[src/rtl/amns_limb_collector.sv]
// amns_limb_collector
// Reassembles one signed AMNS coefficient from the PE chain result path:
// N_LIMBS unsigned low limbs (least-significant first) followed by one
// signed high word, then offers it downstream with a valid/ready handshake.
//
// state   | meaning
// --------+-----------------------------------------------------------
// IDLE    | waiting for start_i; limb/hi strobes ignored
// COLLECT | capturing low limbs into the slot selected by limb_cnt
// HIGH    | all low limbs held, waiting for the high word
// DONE    | coefficient valid, held until coef_ready_i handshake
module amns_limb_collector #(
    parameter  int LIMB_W  = 17,
    parameter  int N_LIMBS = 4,
    parameter  int HI_W    = 48,
    localparam int COEF_W  = LIMB_W * N_LIMBS + HI_W,
    localparam int CNT_W   = $clog2(N_LIMBS + 1)
) (
    input  logic              clock_i,
    input  logic              reset_i,
    input  logic              start_i,
    input  logic              limb_valid_i,
    input  logic [LIMB_W-1:0] limb_i,
    input  logic              hi_valid_i,
    input  logic [HI_W-1:0]   hi_i,
    output logic              busy_o,
    output logic              coef_valid_o,
    input  logic              coef_ready_i,
    output logic [COEF_W-1:0] coef_o,
    output logic [CNT_W-1:0]  limb_cnt_o,
    output logic              overrun_o
);

    typedef enum logic [1:0] {
        S_IDLE    = 2'd0,
        S_COLLECT = 2'd1,
        S_HIGH    = 2'd2,
        S_DONE    = 2'd3
    } state_t;

    localparam logic [CNT_W-1:0] LAST_LIMB = CNT_W'(N_LIMBS - 1);

    state_t                     r_state;
    logic [LIMB_W*N_LIMBS-1:0]  r_limbs;
    logic [HI_W-1:0]            r_hi;
    logic [CNT_W-1:0]           r_limb_cnt;
    logic                       r_coef_valid;
    logic                       r_overrun;

    state_t w_next_state;
    logic   w_clear;
    logic   w_limb_take;
    logic   w_hi_take;
    logic   w_handshake;
    logic   w_err;

    // State register.
    always_ff @(posedge clock_i or posedge reset_i) begin
        if (reset_i) begin
            r_state <= S_IDLE;
        end else begin
            r_state <= w_next_state;
        end
    end

    // Next-state decode and per-cycle capture/error strobes.
    always_comb begin
        w_next_state = r_state;
        w_clear      = 1'b0;
        w_limb_take  = 1'b0;
        w_hi_take    = 1'b0;
        w_handshake  = 1'b0;
        w_err        = 1'b0;
        case (r_state)
            S_IDLE: begin
                if (start_i) begin
                    w_clear      = 1'b1;
                    w_next_state = S_COLLECT;
                end
            end
            S_COLLECT: begin
                // A high word here is early: flag it, but a coincident limb is still taken.
                if (limb_valid_i) begin
                    w_limb_take = 1'b1;
                    if (r_limb_cnt == LAST_LIMB) begin
                        w_next_state = S_HIGH;
                    end
                end
                if (hi_valid_i) begin
                    w_err = 1'b1;
                end
            end
            S_HIGH: begin
                if (hi_valid_i) begin
                    w_hi_take    = 1'b1;
                    w_next_state = S_DONE;
                end
                if (limb_valid_i) begin
                    w_err = 1'b1;
                end
            end
            S_DONE: begin
                // The PE chain cannot be stalled, so anything arriving now is lost.
                if (limb_valid_i || hi_valid_i) begin
                    w_err = 1'b1;
                end
                if (r_coef_valid && coef_ready_i) begin
                    w_handshake  = 1'b1;
                    w_next_state = S_IDLE;
                end
            end
            default: begin
                w_next_state = S_IDLE;
            end
        endcase
    end

    // Coefficient datapath, limb counter, valid flag and sticky overrun.
    always_ff @(posedge clock_i or posedge reset_i) begin
        if (reset_i) begin
            r_limbs      <= '0;
            r_hi         <= '0;
            r_limb_cnt   <= '0;
            r_coef_valid <= 1'b0;
            r_overrun    <= 1'b0;
        end else begin
            if (w_clear) begin
                r_limbs    <= '0;
                r_hi       <= '0;
                r_limb_cnt <= '0;
            end
            if (w_limb_take) begin
                for (int k = 0; k < N_LIMBS; k++) begin
                    if (r_limb_cnt == CNT_W'(k)) begin
                        r_limbs[k*LIMB_W +: LIMB_W] <= limb_i;
                    end
                end
                r_limb_cnt <= r_limb_cnt + CNT_W'(1);
            end
            if (w_hi_take) begin
                r_hi         <= hi_i;
                r_coef_valid <= 1'b1;
            end
            if (w_handshake) begin
                r_coef_valid <= 1'b0;
                r_limb_cnt   <= '0;
            end
            if (w_err) begin
                r_overrun <= 1'b1;
            end
        end
    end

    // Limbs are unsigned and non-overlapping, so plain concatenation is exact.
    assign coef_o       = {r_hi, r_limbs};
    assign coef_valid_o = r_coef_valid;
    assign busy_o       = (r_state != S_IDLE);
    assign limb_cnt_o   = r_limb_cnt;
    assign overrun_o    = r_overrun;

endmodule

[config.mk]
export PLATFORM = sky130hd
export DESIGN_NAME = amns_limb_collector
export DESIGN_NICKNAME = d
export VERILOG_FILES = /design/src/rtl/amns_limb_collector.sv
export SDC_FILE = /design/constraint.sdc
export NUM_CORES = 1
export LEC_CHECK = 0
export BUFFER_PORTS_ARGS = -buffer_cell sky130_fd_sc_hd__buf_2
export CAP_MARGIN = 20
export CORE_ASPECT_RATIO = 1.4
export CORE_UTILIZATION = 30
export CTS_BUF_LIST = sky130_fd_sc_hd__clkbuf_16
export DETAILED_ROUTE_END_ITERATION = 7
export PLACE_DENSITY = 0.62
export REMOVE_ABC_BUFFERS = 1
export SETUP_SLACK_MARGIN = 0.1
export SLEW_MARGIN = 0
export SYNTH_ARGS = -nofsm -noshare
export SYNTH_HDL_FRONTEND = slang
export SYNTH_SLANG_ARGS = --single-unit
[constraint.sdc]
create_clock -name clock_i -period 4.85 [get_ports clock_i]
set_input_delay 0.97 -clock clock_i [delete_from_list [all_inputs] [get_ports clock_i]]
set_output_delay 0.97 -clock clock_i [all_outputs]
set_load 0.005 [all_outputs]
==> results.sh <==
export IMPL_utilization_pct=41.1
export IMPL_worstSetupPathType="register to register"
export IMPL_io_buffers=192
export IMPL_cts_reportedPaths_clkPinSlew_ns=0.06
export IMPL_mostFrequentLayoutCell="buf_2"
export IMPL_synth_area_um2=4930
export IMPL_cp_arrival_ns=2.66
export IMPL_hold_class="register to register"
export IMPL_num_vias=3978
export IMPL_fp_row_count=55
export IMPL_overflow=0
export IMPL_setup_tns_ns=0
export IMPL_postCtsSetupRepairBufs=0
export IMPL_clk_latency_ns=0.40
export IMPL_ys_warn_count=0
export IMPL_grt_max_degree=51
export IMPL_period_needed_ns=2.38
export IMPL_cp_start_kind="register"
export IMPL_drt_iter0_markers=218
export IMPL_rsz0062_at_grt="false"
export IMPL_die_w_um=110
export IMPL_crit_fanout=50
export IMPL_area_delta_synth_final_pct=34.4
export IMPL_antenna_cells=0
export IMPL_ys_seq_area_share_pct=62.5
export IMPL_grt_pass1_vias=4001
export IMPL_vias_per_cell=4.65
export IMPL_wire_per_inst_um=14.3
export IMPL_cts_resized=0
export IMPL_slew_headroom_pct=35.2
export IMPL_gr_usage_all_layers_pct=15.2
export IMPL_period_share_pct=49.1
export IMPL_dieHeight_um=154
export IMPL_postRouteAntennaNets=0
export IMPL_wl_um=12200
export IMPL_synthesis_instances=460
export IMPL_most_common_layout_cells="buf_2 (192), nand2_1 (138), dfrtp_1 (123)"
export IMPL_irDropWorstVdd_mv=0.274
export IMPL_detailed_place_hpwl_um=8430
export IMPL_clock_skew_ns=0.00766
export IMPL_setup_viol=0
export IMPL_synth_cell_type_count=25
export IMPL_cts_sinks=123
export IMPL_power_density_nw_per_um2=625
export IMPL_ios=193
export IMPL_end_kind="register"
export IMPL_die_area_um2=17000
export IMPL_nNetsFinal=724
export IMPL_grt_pass1_wl_um=20000
export IMPL_p_leak_nw=3.55
export IMPL_cap_violations=0
export IMPL_post_route_drc_count=0
export IMPL_final_layout_size_suffix_gt1_share_pct=35.8
export IMPL_cts_hold_buffers=0
export IMPL_ys_seq_elements=123
export IMPL_cts_buffer_depth=2
export IMPL_cp_required_ns=5.13
export IMPL_fmax_ghz=0.420
export IMPL_antenna_found_initial=0
export IMPL_cts_tree="done"
export IMPL_finalWeightedCongestion=0.775
export IMPL_outcome="finished clean"
export IMPL_start_util_pct=30.6
export IMPL_drtPass1Iterations=4
export IMPL_cts_inserted_buffers=17
export IMPL_slew_violations=0
export IMPL_syn_area_per_cell_um2=10.7
export IMPL_htreeDepth=4
export IMPL_tightest_slew_ns=0.972
export IMPL_root_buffer="clkbuf_16"
export IMPL_core_region_area_um2=16100
export IMPL_hold_viol=0
registers in the layout, summed over array words and instances (netlist names):
register	cells
coef_valid_o	1
limb_cnt_o	3
overrun_o	1
r_limbs	68
r_state	2
r_hi	48
per-layer routing:
layer	vias up	track usage [%]	part of all wire, %
met5	-	0	0
met4	0	4.76	1.3
met3	11	3.65	6.0
met2	154	25.3	49
met1	1884	19.2	43
li1	1929	-	-
cells in the mapped netlist (all sizes together):
cell type	instances	share of area, %
a21boi	1	0.15
a2111oi	1	0.56
and3	2	0.25
clkbuf	8	0.63
mux2i	1	0.20
buf	27	3.2
ha	10	2.5
nor2b	2	0.41
o21ai	53	5.4
nand2	139	11
nor2	3	0.23
dfrtp	123	62
or2	2	0.25
and2	1	0.13
mux2	1	0.23
inv	7	0.53
and4b	3	0.61
a21oi	5	0.74
nand3	23	2.3
a22o	48	8.5
final cells by class:
| cell class | count | area, um^2 |
|---|---|---|
| well taps | 199 | 249 |
| flip-flops and latches | 123 | 3080 |
| multi-input cells | 295 | 1640 |
| repair buffers | 199 | 1060 |
| inverters | 7 | 28.8 |
| clock inverters | 15 | 148 |
| fillers | 1595 | 9480 |
| clock buffers | 17 | 425 |
metrics by stage:
stage	area, um^2	std cells	worst slack, ns	power (W)	hold slack, ns
global route	6620	855	2.25	0.00446	0.475
floorplan	4740	425	0.609	0.00229	0.465
global placement	5980	820	1.86	0.00289	0.443
CTS	6580	853	2.43	0.00419	0.463
detailed placement	6010	821	2.14	0.00294	0.448
finish	6620	855	2.47	0.00414	0.457
worst max-delay path, cell delays in order, from the launching register on:
cell     delay [ns]
dfrtp_1        0.40
inv_1          0.13
ha_1           0.21
and2_2         0.79
a21oi_4        0.26
buf_16         0.26
a22o_1         0.19
where the power goes:
group,switching [W],internal [W]
Clock,0.000471,0.000756
Combinational,0.000629,0.000615
Sequential,0.000236,0.00143
Total,0.00134,0.00280
worst paths after layout:
kind	from	end	slack, ns	depth (start not counted)
max in group asynchronous	reset_i	r_limbs[32]$_DFF_PP0_	3.26	3
min in group asynchronous	reset_i	r_hi[26]$_DFFE_PP0P_	0.63	2
max	r_state[0]$_DFFE_PP0P_	r_hi[31]$_DFFE_PP0P_	2.47	6
min reg2reg	overrun_o$_DFFE_PP0P_	overrun_o$_DFFE_PP0P_	0.46	1
max reg2reg	r_state[0]$_DFFE_PP0P_	r_hi[31]$_DFFE_PP0P_	2.47	6
min	overrun_o$_DFFE_PP0P_	overrun_o$_DFFE_PP0P_	0.46	1
cell families (layout without fill, tap and decap cells):
| group | after synthesis | after routing | synth area share (%) |
|---|---|---|---|
| buffers and inverters | 42 | 238 | 4.42 |
| adders and majority gates | 10 | 10 | 2.54 |
| and+or+nand+nor | 175 | 175 | 14.8 |
| AOI/OAI and AO/OA | 108 | 108 | 15.4 |
| DFF | 123 | 123 | 62.5 |
| muxes | 2 | 2 | 0.432 |
(Power assumes the default switching activity.)
